### config.mk
export PLATFORM = sky130hd
export DESIGN_NAME = sync_timing_gen
export DESIGN_NICKNAME = d
export VERILOG_FILES = /design/src/rtl/sync_timing_gen_pkg.sv /design/src/rtl/sync_region_cnt.sv /design/src/rtl/sync_timing_gen.sv
export SDC_FILE = /design/constraint.sdc
export NUM_CORES = 1
export LEC_CHECK = 0
export CORE_MARGIN = 3
export CORE_UTILIZATION = 35
export DETAILED_ROUTE_END_ITERATION = 10
export GPL_TIMING_DRIVEN = 0
export SYNTH_ARGS = -nofsm -noshare
export SYNTH_HDL_FRONTEND = slang
export SYNTH_HIERARCHICAL = 1
export SYNTH_SLANG_ARGS = --single-unit
### constraint.sdc
create_clock -name pix_clk -period 7.4 [get_ports pix_clk]
set_input_delay 0.74 -clock pix_clk [delete_from_list [all_inputs] [get_ports pix_clk]]
set_output_delay 0.74 -clock pix_clk [all_outputs]
set_load 0.03 [all_outputs]
### src/rtl/sync_timing_gen_pkg.sv
// Shared video timing constants (default 1280x720p60-style raster) and
// small helpers used by the sync generator and by downstream video consumers.
package sync_timing_gen_pkg;

    // Horizontal timing in pixel clocks
    localparam int unsigned H_ACT_DEF  = 1280;
    localparam int unsigned H_FP_DEF   = 110;
    localparam int unsigned H_SYNC_DEF = 40;
    localparam int unsigned H_BP_DEF   = 220;

    // Vertical timing in lines
    localparam int unsigned V_ACT_DEF  = 720;
    localparam int unsigned V_FP_DEF   = 5;
    localparam int unsigned V_SYNC_DEF = 5;
    localparam int unsigned V_BP_DEF   = 20;

    // Full period of one axis: sync + back porch + active + front porch
    function automatic int unsigned timing_total(input int unsigned sync_len,
                                                 input int unsigned bp_len,
                                                 input int unsigned act_len,
                                                 input int unsigned fp_len);
        return sync_len + bp_len + act_len + fp_len;
    endfunction

    // Counter width able to hold 0..total-1 (at least one bit)
    function automatic int unsigned cnt_width(input int unsigned total);
        return (total > 2) ? $clog2(total) : 1;
    endfunction

    localparam int unsigned H_TOTAL_DEF = timing_total(H_SYNC_DEF, H_BP_DEF, H_ACT_DEF, H_FP_DEF);
    localparam int unsigned V_TOTAL_DEF = timing_total(V_SYNC_DEF, V_BP_DEF, V_ACT_DEF, V_FP_DEF);

    // Per-cycle sync/enable levels before output registering
    typedef struct packed {
        logic hs;
        logic vs;
        logic de;
    } sync_flags_t;

endpackage

### src/rtl/sync_region_cnt.sv
// Wrapping position counter for one raster axis with region decode.
// Ports:
//   pix_clk    - pixel clock
//   rst        - synchronous active-high reset, clears the count
//   en         - advance the count this cycle
//   wrap_c     - carry-out: count is at its last value and advancing
//   in_sync_c  - count lies in the sync region
//   in_act_c   - count lies in the active region
//   act_off_c  - count minus the start of the active region
module sync_region_cnt
    import sync_timing_gen_pkg::*;
#(
    parameter int unsigned SYNC_LEN = H_SYNC_DEF,
    parameter int unsigned BP_LEN   = H_BP_DEF,
    parameter int unsigned ACT_LEN  = H_ACT_DEF,
    parameter int unsigned FP_LEN   = H_FP_DEF,
    parameter int unsigned CNT_W    = cnt_width(timing_total(SYNC_LEN, BP_LEN, ACT_LEN, FP_LEN))
) (
    input  logic             pix_clk,
    input  logic             rst,
    input  logic             en,
    output logic             wrap_c,
    output logic             in_sync_c,
    output logic             in_act_c,
    output logic [CNT_W-1:0] act_off_c
);

    localparam int unsigned TOTAL = timing_total(SYNC_LEN, BP_LEN, ACT_LEN, FP_LEN);

    // Region boundaries; inclusive last-active avoids overflow when FP_LEN is 0
    localparam logic [CNT_W-1:0] CNT_LAST  = CNT_W'(TOTAL - 1);
    localparam logic [CNT_W-1:0] SYNC_END  = CNT_W'(SYNC_LEN);
    localparam logic [CNT_W-1:0] ACT_FIRST = CNT_W'(SYNC_LEN + BP_LEN);
    localparam logic [CNT_W-1:0] ACT_LAST  = CNT_W'(SYNC_LEN + BP_LEN + ACT_LEN - 1);

    logic [CNT_W-1:0] cnt;

    // Position counter
    always_ff @(posedge pix_clk) begin
        if (rst) begin
            cnt <= '0;
        end else if (en) begin
            cnt <= wrap_c ? '0 : cnt + CNT_W'(1);
        end
    end

    // Carry-out and region decode
    always_comb begin
        wrap_c    = en && (cnt == CNT_LAST);
        in_sync_c = (cnt < SYNC_END);
        in_act_c  = (cnt >= ACT_FIRST) && (cnt <= ACT_LAST);
        act_off_c = cnt - ACT_FIRST;
    end

endmodule

### src/rtl/sync_timing_gen.sv
// Video sync timing generator: produces registered hsync/vsync/data-enable,
// active pixel coordinates and line/frame start pulses from one pixel clock.
// Ports:
//   pix_clk     - pixel clock, all logic on its rising edge
//   rst         - synchronous active-high reset
//   hs_out      - horizontal sync (HS_POL while in sync)
//   vs_out      - vertical sync (VS_POL while in sync lines)
//   de_out      - active video enable
//   act_x/act_y - active column/row, zero outside active video
//   line_start  - one-cycle pulse at the first pixel of each line
//   frame_start - one-cycle pulse at the first pixel of each frame
module sync_timing_gen
    import sync_timing_gen_pkg::*;
#(
    parameter int unsigned X_BITS = 13,
    parameter int unsigned Y_BITS = 13,
    parameter int unsigned H_ACT  = H_ACT_DEF,
    parameter int unsigned H_FP   = H_FP_DEF,
    parameter int unsigned H_SYNC = H_SYNC_DEF,
    parameter int unsigned H_BP   = H_BP_DEF,
    parameter int unsigned V_ACT  = V_ACT_DEF,
    parameter int unsigned V_FP   = V_FP_DEF,
    parameter int unsigned V_SYNC = V_SYNC_DEF,
    parameter int unsigned V_BP   = V_BP_DEF,
    parameter bit          HS_POL = 1'b1,
    parameter bit          VS_POL = 1'b1
) (
    input  logic              pix_clk,
    input  logic              rst,
    output logic              hs_out,
    output logic              vs_out,
    output logic              de_out,
    output logic [X_BITS-1:0] act_x,
    output logic [Y_BITS-1:0] act_y,
    output logic              line_start,
    output logic              frame_start
);

    localparam int unsigned H_TOTAL = timing_total(H_SYNC, H_BP, H_ACT, H_FP);
    localparam int unsigned V_TOTAL = timing_total(V_SYNC, V_BP, V_ACT, V_FP);
    localparam int unsigned HC_W    = cnt_width(H_TOTAL);
    localparam int unsigned VC_W    = cnt_width(V_TOTAL);

    logic            h_wrap_c, h_sync_c, h_act_c;
    logic            v_wrap_c, v_sync_c, v_act_c;
    logic [HC_W-1:0] h_off_c;
    logic [VC_W-1:0] v_off_c;
    logic            line_zero, frame_zero;
    sync_flags_t     flags_c;

    // Pixel counter, advances every cycle
    sync_region_cnt #(
        .SYNC_LEN (H_SYNC),
        .BP_LEN   (H_BP),
        .ACT_LEN  (H_ACT),
        .FP_LEN   (H_FP),
        .CNT_W    (HC_W)
    ) u_h_cnt (
        .pix_clk   (pix_clk),
        .rst       (rst),
        .en        (1'b1),
        .wrap_c    (h_wrap_c),
        .in_sync_c (h_sync_c),
        .in_act_c  (h_act_c),
        .act_off_c (h_off_c)
    );

    // Line counter, advances on the pixel counter carry
    sync_region_cnt #(
        .SYNC_LEN (V_SYNC),
        .BP_LEN   (V_BP),
        .ACT_LEN  (V_ACT),
        .FP_LEN   (V_FP),
        .CNT_W    (VC_W)
    ) u_v_cnt (
        .pix_clk   (pix_clk),
        .rst       (rst),
        .en        (h_wrap_c),
        .wrap_c    (v_wrap_c),
        .in_sync_c (v_sync_c),
        .in_act_c  (v_act_c),
        .act_off_c (v_off_c)
    );

    // Flags tracking counter state h==0 and (h,v)==(0,0): set by reset or by the carry into zero
    always_ff @(posedge pix_clk) begin
        if (rst) begin
            line_zero  <= 1'b1;
            frame_zero <= 1'b1;
        end else begin
            line_zero  <= h_wrap_c;
            frame_zero <= v_wrap_c;
        end
    end

    // Sync levels and enable for the current counter state
    always_comb begin
        flags_c    = '0;
        flags_c.hs = h_sync_c ? HS_POL : ~HS_POL;
        flags_c.vs = v_sync_c ? VS_POL : ~VS_POL;
        flags_c.de = h_act_c && v_act_c;
    end

    // Output register: everything lags the counter state by exactly one cycle
    always_ff @(posedge pix_clk) begin
        if (rst) begin
            hs_out      <= ~HS_POL;
            vs_out      <= ~VS_POL;
            de_out      <= 1'b0;
            act_x       <= '0;
            act_y       <= '0;
            line_start  <= 1'b0;
            frame_start <= 1'b0;
        end else begin
            hs_out      <= flags_c.hs;
            vs_out      <= flags_c.vs;
            de_out      <= flags_c.de;
            act_x       <= flags_c.de ? X_BITS'(h_off_c) : '0;
            act_y       <= flags_c.de ? Y_BITS'(v_off_c) : '0;
            line_start  <= line_zero;
            frame_start <= frame_zero;
        end
    end

endmodule

==> run summary <==
Crit Path Category -> register to register
Final Wtd Congestion -> 0.853
Longest Clk Path Bufs -> 2
Startpoint Class -> register
Reg power frac -> 56.9%
global-route wire length before repair -> 9010 µm
routing usage on met3 -> 2.15%
status -> complete, no violations
MaxCap Viol Count -> 0
area grow syn2layout -> 19.9%
CTS Buf Count -> 5
DIE AREA -> 0.00833 mm²
Fmax achieved -> 374 MHz
Clk Latency, worst-skew pair -> 0.31 ns
Site Rows -> 30
Std-Cell Core Area -> 0.00691 mm²
Syn Area/Cell -> 9.40 µm²
clock sink total -> 49
largest net degree at the start of global routing -> 18
fin nets -> 320
Req. time, crit path -> 7.56 ns
initial DRC count -> 172
Initial Util -> 36.9%
Pins Over Slew Limit -> 0
Non-Filler Instances -> 406
Synth Instances -> 271
RSZ-0062 raised after global routing -> false
async set or reset register ratio after synthesis -> 0%
post-CTS setup buffers -> 0
ys flop type -> dfxtp_1
Least-Margin Pin Slew -> 0.802 ns
WL final -> 5190 µm
crit-path max FO -> 9
Die Y -> 91.3 µm
Logic pwr share -> 7.9%
leading cell types in the layout, fill and taps excluded -> dfxtp_1, clkdlybuf4s50_1, and4b_1
final hold viol count -> 0
fraction of layout cells with a size suffix above 1 -> 14.5%
sw frac -> 25.8%
CTS Hold Bufs -> 0
first drt pass iteration count -> 4
Total Routing Usage GR -> 13.1%
setup_tns -> 0 ns
# resized after CTS -> 0
post-synth cell types -> 49
cell at the root of the clock tree -> clkbuf_8
Slew headroom -> 46.1%
cell total after placement -> 398
Seq/Total Area, Yosys -> 38.5%
Routed Antenna Nets -> 0
# diodes -> 0
maximum VDD drop -> 0.0000709 V
YS warnings -> 6
Power Density -> 155 mW/mm²
via/cell ratio -> 4.81
grt met2 use -> 20.1%
leakage power -> 1.24 nW
commonest non-fill, non-tap cell in the layout -> dfxtp_1
met1 Use GR -> 18.2%
arrival time worst endpoint -> 2.84 ns
CP endpoint kind -> register
die width -> 91.3 µm
NetSw -> 0.122 mW
P_int -> 0.351 mW
clock network power share -> 35.2%
number of buffers added on ports -> 27
Clock Pin Slew Worst Setup and Hold Paths -> 0.10 ns
initial antenna violation count -> 0
TritonCTS clock tree -> done
Layout Skew -> 0.00872 ns
number of enable flip-flop cells after synthesis -> 0
vias in the first global route -> 1837
synthesized cell area -> 0.00255 mm²
vias post-DR -> 1953
GRT overflow -> 0
htree depth -> 2
post-detail-place hpwl -> 3850 µm
# setup viols final -> 0
Tcrit/Tclk final -> 36.1%
hold crit path type -> register to register
drc violations -> 0
fin crit period -> 2.67 ns
io pins -> 33
WL per Instance -> 12.8 µm
#FFs+latches synth -> 49
layer with the highest usage -> met2
[stage by stage]
stage | hold slack, ns | cell area [µm²] | total power [mW] | worst slack [ns] | utilization, %
2_1_floorplan | 0.414 | 2560 | 0.303 | 5.08 | -
3_3_place_gp | 0.421 | 2950 | 0.312 | 4.18 | 42.7
3_5_place_dp | 0.423 | 2950 | 0.313 | 4.11 | 42.7
4_1_cts | 0.447 | 3050 | 0.479 | 4.10 | 44.1
5_1_grt | 0.488 | 3050 | 0.494 | 4.44 | 44.2
6_report | 0.444 | 3050 | 0.474 | 4.73 | 44.2
[metal layers]
metal,share of wire (%),wire (µm),vias to the layer above
met2,44,2290,42
met5,0,0,-
met3,4.8,247,4
met4,1.1,55,0
li1,-,-,1023
met1,50,2590,884
[power groups by stage]
stage	sequential, mW	combinational [mW]	clock (mW)
4_1_cts	0.269	0.0370	0.173
5_1_grt	0.270	0.0414	0.182
3_5_place_dp	0.276	0.0369	0
3_3_place_gp	0.276	0.0366	0
6_report	0.269	0.0374	0.167
2_1_floorplan	0.278	0.0254	0
[synthesized netlist by cell type, types with 2 or more instances]
cell       n  area share (%)
a31oi_1    3            0.74
and4b_1   21             8.3
o211ai_1   3            0.88
o31ai_1    3            0.88
nand3b_1   4             1.2
a41oi_1    2            0.69
a21oi_1    8             1.6
and3_1     3            0.74
dfxtp_1   49              39
nor2_1    12             1.8
o32ai_1    2            0.69
xor2_1    12             4.1
inv_1     10             1.5
nand2b_1   4            0.98
nand3_1    9             1.8
or2_1      3            0.74
o21ai_0    6             1.2
or3_1      7             1.7
buf_4     12             3.5
nor4_1     2            0.49
buf_2     10             2.0
nand2_1   18             2.7
nor3_1    12             2.4
nor2b_1    5             1.2
buf_6      5             2.2
nand4_1    5             1.2
xnor2_1    9             3.1
ha_1       9             4.4
conb_1     2            0.29
nand4b_1   2            0.69
[critical path, stage by stage, from the launching register on]
cell and delay (ns):
dfxtp_1 0.39, inv_1 0.15, ha_1 0.25, nand2_1 0.15
nor4_2 0.63, nand3_1 0.27, nor3b_4 0.46, or4b_1 0.19
o31ai_1 0.06
[state kept, by name (all words and copies together) (netlist names), 10 cells and up]
name         flops
u_v_cnt/cnt     10
act_x           11
act_y           10
u_h_cnt/cnt     11
[worst paths after layout]
| path | start | endpoint | slack, ns | cells after the start |
|---|---|---|---|---|
| worst max register to register | u_h_cnt/cnt[2]$_SDFFE_PP0P_ | u_v_cnt/cnt[0]$_SDFFE_PP0P_ | 4.73 | 8 |
| worst max-delay path | u_h_cnt/cnt[2]$_SDFFE_PP0P_ | u_v_cnt/cnt[0]$_SDFFE_PP0P_ | 4.73 | 8 |
| worst min-delay path | line_zero$_SDFF_PP1_ | line_start$_SDFF_PP0_ | 0.44 | 1 |
| worst min register to register | line_zero$_SDFF_PP1_ | line_start$_SDFF_PP0_ | 0.44 | 1 |
[final cells by class]
type / instances / area [µm²]
fillers: 698 / 3850
multi-input cells: 188 / 1350
flip-flops and latches: 49 / 981
repair buffers: 27 / 270
plain buffers: 28 / 200
well taps: 96 / 120
clock buffers: 5 / 68.8
inverters: 10 / 37.5
clock inverters: 3 / 26.3
[logic make-up (layout without fill, tap and decap cells)]
family | Yosys count | in the layout | synth area share, %
xor gates and xnor gates | 21 | 21 | 7.22
AOI/OAI and AO/OA | 33 | 33 | 9.09
other | 2 | 6 | 0.295
buffers and inverters | 38 | 73 | 9.34
DFF | 49 | 49 | 38.5
adders and majority gates | 9 | 9 | 4.42
and+or+nand+nor | 119 | 119 | 31.1
Power figures use the tool's default switching activity.
==> patch (config.mk and constraints unchanged) <==
Put one more register stage on the output `de_out`, with the module's reset. The value now appears one clock later. The other outputs are not delayed to match.
--- a/src/rtl/sync_timing_gen.sv
+++ b/src/rtl/sync_timing_gen.sv
@@ -40,6 +40,8 @@
     localparam int unsigned V_TOTAL = timing_total(V_SYNC, V_BP, V_ACT, V_FP);
     localparam int unsigned HC_W    = cnt_width(H_TOTAL);
     localparam int unsigned VC_W    = cnt_width(V_TOTAL);
+
+    logic de_s0;
 
     logic            h_wrap_c, h_sync_c, h_act_c;
     logic            v_wrap_c, v_sync_c, v_act_c;
@@ -106,7 +108,7 @@
         if (rst) begin
             hs_out      <= ~HS_POL;
             vs_out      <= ~VS_POL;
-            de_out      <= 1'b0;
+            de_s0       <= 1'b0;
             act_x       <= '0;
             act_y       <= '0;
             line_start  <= 1'b0;
@@ -114,7 +116,7 @@
         end else begin
             hs_out      <= flags_c.hs;
             vs_out      <= flags_c.vs;
-            de_out      <= flags_c.de;
+            de_s0       <= flags_c.de;
             act_x       <= flags_c.de ? X_BITS'(h_off_c) : '0;
             act_y       <= flags_c.de ? Y_BITS'(v_off_c) : '0;
             line_start  <= line_zero;
@@ -122,5 +124,13 @@
         end
     end
 
+    always_ff @(posedge pix_clk) begin
+        if (rst) begin
+            de_out <= '0;
+        end else begin
+            de_out <= de_s0;
+        end
+    end
+
 endmodule
 
Function: no difference found for any inputs over 10 cycles, from zero or initial values and one cycle with rst high; that may be too few to reach the edited logic, so the function may still have changed.
==> patch against the unedited design <==
  * Non-clock buffer count rose by 2
  * Clock skew grew 0.0031 ns
  * Critical path depth grew 1
  * Maximum frequency shrank 6.8%
  * Worst setup slack got worse by 0.19 ns
  * Via count increased by 4.3%
  * Sequential cell count increased by 1
  * Routed wire length up 5.8%
  * Power grew 2.3%
  * Design area up 1.4%
  * Area after synthesis grew 1.5%
==> patch: results (changes against the unedited design) <==
status: "complete, no violations"
cp_max_fo: 8  # -1
cp.arrival_ns: 3.06  # +0.22 ns
skew_ns: 0.0118  # +0.00306 ns
numPlacedInstances: 402  # +1.0%
wl_mm: 5.49  # +5.8%
relSlewSlack_pct: 46.9  # +0.83 points
slowest_stage: "nor4_1"
gp_congestion: 0.864  # +1.3%
timing.hold.ws_ns: 0.439  # -0.00520 ns
leakagePower_nw: 1.28  # +3.5%
ir_drop_uv: 57.7  # -19%
seq_area_frac_synth_pct: 38.7  # +0.22 points
r2r_setup_slack_ns: 4.53  # -0.19 ns
track_usage_pct: 13.7  # +0.56 points
synth_common_cells: "50 x dfxtp_1, 21 x and4b_1, 18 x nand2_1"
avgSynthCellArea_um2: 9.43  # +0.36%
pre_cts_ws_ns: 4.58  # +0.467 ns
r2r_cells: 9  # +1
ys_warn_count: 6  # unchanged
drive_gt1_share_pct: 15.0  # +0.45 points
min_from: "frame_zero$_SDFF_PP1_"
routedWlPerCell_um: 13.4  # +4.8%
grt_pass1_wl_mm: 9.40  # +4.4%
fillers: 688  # -1.4%
via_per_inst: 4.97  # +3.3%
grt_pass1_vias: 1936  # +5.4%
fin_nets: 324  # +1.3%
drt-initial-drc-count: 77  # -55%
yosys-top-cells-area: "dfxtp_1 39%, and4b_1 8.1%, ha_1 4.4%"
hpwl_mm: 3.97  # +3.0%
fin_crit_ns: 2.87  # +0.194 ns
cts_buffers: 5  # unchanged
ys_types: 50  # +2.0%
-- patch: changes by cell type in the layout (fill, tap and decap cells not counted) --
cell / delta
nor4_1: +1
clkinvlp_4: -2
clkdlybuf4s18_2: +1
nor4_2: -1
clkinv_4: +2
clkbuf_2: +1
nor2b_1: -3
buf_2: +1
clkbuf_1: -1
dfxtp_1: +1
and2b_1: +4
-- patch: layout make-up --
class | instances | area share, %
inverter | 10 | 1.21
clock inverter | 3 | 0.929
clock buffer | 5 | 2.22
tap | 96 | 3.88
multi-input combinational | 189 | 43.7
buffer | 29 | 6.67
sequential | 50 | 32.3
timing repair buffer | 28 | 9.05
-- patch: layer usage --
| metal | vias to the layer above | track usage [%] | share of wire [%] |
|---|---|---|---|
| li1 | 1034 | - | - |
| met1 | 950 | 18.5 | 50 |
| met2 | 47 | 21.1 | 43 |
| met3 | 6 | 3.28 | 5.5 |
| met4 | 0 | 5.07 | 1.5 |
| met5 | - | 0 | 0 |
-- patch: critical path, delay by kind of cell (launching register included) --
family | cells | cell delay [ns]
buf+inv | 2 | 0.55
compound gates | 1 | 0.06
flops | 1 | 0.39
fa+ha+maj | 1 | 0.26
simple gates | 5 | 1.49
-- patch: logic make-up after synthesis --
family | count (synthesis) | share of synthesized area [%]
other cells | 2 | 0.291
buf+inv | 39 | 9.44
compound gates | 33 | 8.96
flops | 50 | 38.7
fa+ha+maj | 9 | 4.36
xor+xnor | 21 | 7.12
simple gates | 120 | 31.1
-- patch: final timing paths --
| check | end |
|---|---|
| hold reg to reg | frame_start$_SDFF_PP0_ |
| setup / recovery | u_v_cnt/cnt[0]$_SDFFE_PP0P_ |
| setup reg to reg | u_v_cnt/cnt[0]$_SDFFE_PP0P_ |
| hold / removal | frame_start$_SDFF_PP0_ |
-- patch: power by group --
group          internal, W  leakage [nW]  switching [W]   total, W
clock            0.0000702        0.0502       0.000101   0.000172
combinational    0.0000158         0.823      0.0000220  0.0000378
sequential        0.000272         0.405     0.00000270   0.000275
-- patch: through the flow --
step,power (W),cell area (um^2),utilization (%)
floorplan,0.000309,2600,-
global placement,0.000319,2990,42.8
detailed placement,0.000319,3000,43.0
CTS,0.000492,3100,44.4
global route,0.000507,3100,44.4
finish,0.000484,3100,44.4
